## src/rtl/lbist_ctrl.sv

```systemverilog
// Logic-BIST controller: sequences test_mode, drives a Galois-LFSR pattern
// generator, compacts latency-aligned responses in a MISR, compares to GOLDEN.
module lbist_ctrl #(
    parameter int unsigned                  PRPG_WIDTH    = 32,
    parameter logic [PRPG_WIDTH-1:0]        PRPG_POLY     = PRPG_WIDTH'(32'h8020_0003),
    parameter logic [PRPG_WIDTH-1:0]        PRPG_SEED     = PRPG_WIDTH'(32'h0000_0001),
    parameter int unsigned                  MISR_WIDTH    = 32,
    parameter logic [MISR_WIDTH-1:0]        MISR_POLY     = MISR_WIDTH'(32'h8020_0003),
    parameter int unsigned                  N_PATTERNS    = 1024,
    parameter int unsigned                  SETTLE_CYCLES = 4,
    parameter int unsigned                  RESP_LATENCY  = 2,
    parameter logic [MISR_WIDTH-1:0]        GOLDEN        = '0
) (
    input  logic                  clk_i,
    input  logic                  rst_ni,
    input  logic                  start_i,
    input  logic                  abort_i,
    output logic                  test_mode_o,
    output logic [PRPG_WIDTH-1:0] pattern_o,
    output logic                  pattern_valid_o,
    input  logic [MISR_WIDTH-1:0] resp_i,
    output logic                  busy_o,
    output logic                  done_o,
    output logic                  pass_o,
    output logic                  fail_o,
    output logic [MISR_WIDTH-1:0] signature_o
);

    localparam int unsigned PCNT_W  = $clog2(N_PATTERNS + 1);
    localparam int unsigned CNT_MAX = (SETTLE_CYCLES > RESP_LATENCY) ? SETTLE_CYCLES : RESP_LATENCY;
    localparam int unsigned CNT_W   = $clog2(CNT_MAX + 1);

    localparam logic [CNT_W-1:0]  SETUP_LAST = CNT_W'(SETTLE_CYCLES - 1);
    localparam logic [CNT_W-1:0]  DRAIN_LAST = CNT_W'(RESP_LATENCY - 1);
    localparam logic [PCNT_W-1:0] RUN_LAST   = PCNT_W'(N_PATTERNS - 1);

    typedef enum logic [2:0] {
        S_IDLE,
        S_SETUP,
        S_RUN,
        S_DRAIN,
        S_COMPARE,
        S_DONE
    } state_t;

    state_t                  r_state;
    logic                    r_start_q;
    logic [PRPG_WIDTH-1:0]   r_prpg;
    logic [MISR_WIDTH-1:0]   r_misr;
    logic [PCNT_W-1:0]       r_pcnt;
    logic [CNT_W-1:0]        r_cnt;
    logic [RESP_LATENCY-1:0] r_dl;
    logic                    r_active;
    logic                    r_valid;
    logic                    r_done;
    logic                    r_pass;
    logic                    r_fail;

    state_t                  w_state_nxt;
    logic                    w_launch;
    logic                    w_resp_qual;
    logic [PRPG_WIDTH-1:0]   w_prpg_nxt;
    logic [MISR_WIDTH-1:0]   w_misr_nxt;

    assign w_resp_qual = r_dl[RESP_LATENCY-1];
    assign w_prpg_nxt  = (r_prpg >> 1) ^ (r_prpg[0] ? PRPG_POLY : '0);
    assign w_misr_nxt  = ((r_misr >> 1) ^ (r_misr[0] ? MISR_POLY : '0)) ^ resp_i;

    // A start request is captured one cycle ahead of the launch into SETUP,
    // so the run ends at edge 2 + SETTLE + N_PATTERNS + LATENCY after start.
    always_comb begin
        w_state_nxt = r_state;
        w_launch    = 1'b0;
        if (abort_i) begin
            w_state_nxt = S_IDLE;
        end else begin
            unique case (r_state)
                S_IDLE, S_DONE: begin
                    if (r_start_q) begin
                        w_state_nxt = S_SETUP;
                        w_launch    = 1'b1;
                    end
                end
                S_SETUP:   if (r_cnt == SETUP_LAST) w_state_nxt = S_RUN;
                S_RUN:     if (r_pcnt == RUN_LAST)  w_state_nxt = S_DRAIN;
                S_DRAIN:   if (r_cnt == DRAIN_LAST) w_state_nxt = S_COMPARE;
                S_COMPARE: w_state_nxt = S_DONE;
                default:   w_state_nxt = S_IDLE;
            endcase
        end
    end

    always_ff @(posedge clk_i or negedge rst_ni) begin
        if (!rst_ni) begin
            r_state   <= S_IDLE;
            r_start_q <= 1'b0;
            r_prpg    <= PRPG_SEED;
            r_misr    <= '0;
            r_pcnt    <= '0;
            r_cnt     <= '0;
            r_dl      <= '0;
            r_active  <= 1'b0;
            r_valid   <= 1'b0;
            r_done    <= 1'b0;
            r_pass    <= 1'b0;
            r_fail    <= 1'b0;
        end else begin
            r_state   <= w_state_nxt;
            r_start_q <= start_i && !abort_i && (r_state == S_IDLE || r_state == S_DONE);
            r_active  <= (w_state_nxt != S_IDLE) && (w_state_nxt != S_DONE);
            r_valid   <= (w_state_nxt == S_RUN);
            r_done    <= (w_state_nxt == S_DONE);

            if (r_state == S_COMPARE && w_state_nxt == S_DONE) begin
                r_pass <= (r_misr == GOLDEN);
                r_fail <= (r_misr != GOLDEN);
            end else if (w_state_nxt != S_DONE) begin
                r_pass <= 1'b0;
                r_fail <= 1'b0;
            end

            if (abort_i || w_launch) begin
                r_dl <= '0;
            end else begin
                r_dl[0] <= r_valid;
                for (int unsigned i = 1; i < RESP_LATENCY; i++) begin
                    r_dl[i] <= r_dl[i-1];
                end
            end

            if (w_launch) begin
                r_prpg <= PRPG_SEED;
            end else if (r_state == S_RUN && !abort_i) begin
                r_prpg <= w_prpg_nxt;
            end

            if (w_launch) begin
                r_misr <= '0;
            end else if (w_resp_qual && !abort_i) begin
                r_misr <= w_misr_nxt;
            end

            if (abort_i || w_launch) begin
                r_cnt  <= '0;
                r_pcnt <= '0;
            end else begin
                unique case (r_state)
                    S_SETUP: r_cnt  <= (w_state_nxt == S_RUN) ? '0 : r_cnt + 1'b1;
                    S_RUN:   r_pcnt <= r_pcnt + 1'b1;
                    S_DRAIN: r_cnt  <= r_cnt + 1'b1;
                    default: ;
                endcase
            end
        end
    end

    assign test_mode_o     = r_active;
    assign busy_o          = r_active;
    assign pattern_o       = r_prpg;
    assign pattern_valid_o = r_valid;
    assign done_o          = r_done;
    assign pass_o          = r_pass;
    assign fail_o          = r_fail;
    assign signature_o     = r_misr;

endmodule

```

## config.mk

```make
export PLATFORM = sky130hd
export DESIGN_NAME = lbist_ctrl
export DESIGN_NICKNAME = d
export VERILOG_FILES = /design/src/rtl/lbist_ctrl.sv
export SDC_FILE = /design/constraint.sdc
export NUM_CORES = 1
export LEC_CHECK = 0
export ABC_AREA = 0
export ABC_CLOCK_PERIOD_IN_PS = 1810
export CORE_MARGIN = 4
export CORE_UTILIZATION = 57
export DETAILED_ROUTE_END_ITERATION = 8
export DONT_BUFFER_PORTS = 1
export GPL_ROUTABILITY_DRIVEN = 1
export PLACE_DENSITY = 0.79
export SLEW_MARGIN = 25
export SYNTH_ARGS = -nofsm -noshare
export SYNTH_HDL_FRONTEND = slang
export SYNTH_SLANG_ARGS = --single-unit
```

## constraint.sdc

```tcl
create_clock -name clk_i -period 1.81 [get_ports clk_i]
set_clock_uncertainty 0.15 [all_clocks]
set_input_delay 0.362 -clock clk_i [delete_from_list [all_inputs] [get_ports clk_i]]
set_output_delay 0.362 -clock clk_i [all_outputs]
set_load 0.005 [all_outputs]
```

==> results by group <==
Finish
  • Area growth syn-to-layout: 15.0%
  • Fraction of layout instances using a drive strength above 1: 0.176
  • Most common cell after layout, fill and taps aside: dfrtp_1
  • Ant diodes: 0
  • Most frequent cells in the layout: dfrtp_1, nand2_1, nor2_1
  • Nets: 496
  • Final Cell Area: 4920 sq um

GRT
  • Met2 usage: 0.344
  • Largest net degree at the start of global routing: 90
  • GRT busiest layer: met2
  • First-pass GRT wire length: 15300 um
  • Initial antenna violation count: 0
  • Met3 Use GR: 0.0582
  • Remaining global-route overflow: 0
  • Met1 usage: 0.291
  • Vias in the first global route: ~3100
  • GRT Overall Usage: 0.215

Route
  • Total number of vias: 3185
  • Iteration-0 DRC Markers: between 150 and 200
  • Mean routed wirelength per cell: 16.6 um
  • DR pass1 iterations: 4
  • Routed vias/inst: 5.70
  • Drc violations: 0
  • Post-DRT Antenna Nets: 0
  • WL final: 9280 um

Critical path
  • Top Family by Delay on Critical Path: simple AND/OR/NAND/NOR gates
  • CP max FO: 3
  • CP Capture Type: flop
  • CP Data Arrival Time: 2.00 ns
  • CP peak stage delay: 0.41 ns
  • Worst setup path class: reg2reg
  • Critical-path top delay cell: or3_4
  • Crit-path cells: ha_2 -> ha_4 -> and2b_1 -> a311oi_2 -> or3_4 -> o41a_1
  • Worst path bufs/invs: 0
  • Required time of the critical path: 1.90 ns
  • Crit start category: flop

Clock tree
  • CTS tree: yes
  • CTS root buf: clkbuf_8
  • Max clock buf depth: 2
  • Cts bufs inserted: 9
  • Worst-path clk slew: 0.11 ns
  • H-Tree Depth: 3
  • Clock tree sinks: 89
  • Clock Latency Late Sink: 0.36 ns

Logic synthesis
  • Asr flop ratio synth: 1.00
  • Syn Area/Cell: 9.99 sq um
  • Post-synthesis cell type count: 50
  • Synth area leaders: dfrtp_1, xnor2_1, a211oi_1
  • Largest area contributor in the netlist: dfrtp_1
  • Sequential-to-total area share from yosys stat: 0.521
  • Post-synth top flop: dfrtp_1
  • Yosys reg bits: 89
  • Yosys warns: 0
  • Number of flops mapped to enable cells by yosys: 0
  • Top cell type's share of synthesized area: 0.515
  • Net Count, Synth: 469
  • Post-synthesis cell count: 428
  • Post-Syn Area: 4280 sq um

Status
  • Run status: finished, violations left
  • Violated checks: hold timing, setup timing

Timing
  • Rel. slew slack: 0.736
  • Worst slew pin tran: 0.392 ns
  • Max Slew Vio Count: 0
  • Final Critical Period: around 1.9 ns
  • PnR worst setup slack: -0.0950 ns
  • Final Hold Vio Count: 89
  • Hold_ws: -0.465 ns
  • Tcrit/Tclk final: 1.05
  • Endpoints failing setup: 6
  • Setup TNS: -0.365 ns
  • F_max: around 0.52 GHz
  • RSZ-0062 raised after global routing: true

Power
  • Power Density: 721 nW/um^2
  • Leak: 0.00210 uW
  • Worst VDD drop: about 420 uV

Die
  • Die X: 94.6 um
  • Core area: approximately 7300 sq um
  • # rows: 31
  • DIE HEIGHT: around 95 um
  • Initial core utilization: 0.589
  • Die ar.: 8950 sq um
  • # IOs: 106

Placement
  • Cell Area, Placed: 4670 sq um
  • IO buf count: 0
  • RePlAce Congestion: 0.859
  • DP Wirelength: 6460 um

Run
  • Max Cap Viol: 0

Hold path
  • HP Class: in2async
## final timing paths
check,startpoint,end,slack (ns),cells after the start
worst max-delay path,r_cnt[1]$_DFFE_PN0P_,r_cnt[0]$_DFFE_PN0P_,-0.09,6
worst min-delay path,rst_ni,pattern_o[16]$_DFFE_PN0P_,-0.47,0
worst max register to register,r_cnt[1]$_DFFE_PN0P_,r_cnt[0]$_DFFE_PN0P_,-0.09,6
worst min register to register,r_dl[0]$_DFF_PN0_,r_dl[1]$_DFF_PN0_,0.38,1
max in group asynchronous,rst_ni,pattern_o[0]$_DFFE_PN1P_,1.77,0
min in group clk_i,start_i,r_start_q$_DFF_PN0_,0.01,1
## Yosys cell counts (6+ instances only)
library cell and number:
a211oi_1 33, a21oi_1 8, buf_2 12, clkbuf_1 11, dfrtp_1 88, nand2_1 66, nand3_1 6, nor2_1 49
nor3_1 8, nor4_1 6, o21ai_0 9, o21ai_1 25, xnor2_1 42
## worst register-to-register path, stage by stage, from the launching register on
cell	delay (ns)
dfrtp_1	0.40
ha_2	0.21
ha_4	0.14
and2b_1	0.13
a311oi_2	0.06
or3_4	0.41
o41a_1	0.31
## cell families (layout without fill, tap and decap cells)
group                      Yosys count  in the layout  synth area share
and+or+nand+nor                    168            168             0.200
DFF                                 89             89             0.521
AOI/OAI and AO/OA                   84             84             0.127
xor gates and xnor gates            47             47            0.0963
buffers and inverters               33             65            0.0369
adders and majority gates            5              5            0.0146
muxes                                2              2           0.00468
## report_power, final
group / switching, uW / leakage [uW] / internal (uW)
clock: 797 / 0.0000975 / 541
sequential: 18.9 / 0.00123 / 2000
combinational: 90.9 / 0.000770 / 96.5
## sequential cells by signal (all words and copies together) (netlist names)
register	cells
busy_o	1
done_o	1
fail_o	1
pass_o	1
pattern_o	32
pattern_valid_o	1
r_cnt	3
r_dl	2
r_pcnt	11
r_start_q	1
r_state	3
signature_o	32
## final cells by class
cell class,instances,area [sq um]
inverters,6,22.5
multi-input cells,306,1950
flip-flops and latches,89,2230
well taps,99,124
fillers,556,2340
clock inverters,7,77.6
clock buffers,9,124
repair buffers,43,392
## stage by stage
step	cells	util	power (uW)	setup WS (ns)	hold slack, ns
floorplan	428	-	2180	-0.0576	-0.0836
global placement	542	0.644	2230	-0.0316	-0.0796
detailed placement	542	0.644	2230	-0.0864	-0.0795
CTS	558	0.674	3570	-0.0801	-0.481
global route	559	0.678	3690	-0.136	-0.499
finish	559	0.678	3550	-0.0950	-0.465
## repair_timing
action,in CTS,in global routing
setup buffers,0,0
setup endpoints to repair,10,14
hold endpoints to repair,96,96
pin swaps,3,2
gates resized for setup,5,3
## metal layers
layer	vias to the layer above	routed length [um]	share of wire
met1	1539	3980	0.43
met2	113	4460	0.48
met4	0	82	0.0088
li1	1523	-	-
met3	10	749	0.081
met5	-	0	0
No activity file was read; power rests on OpenSTA's default activity.
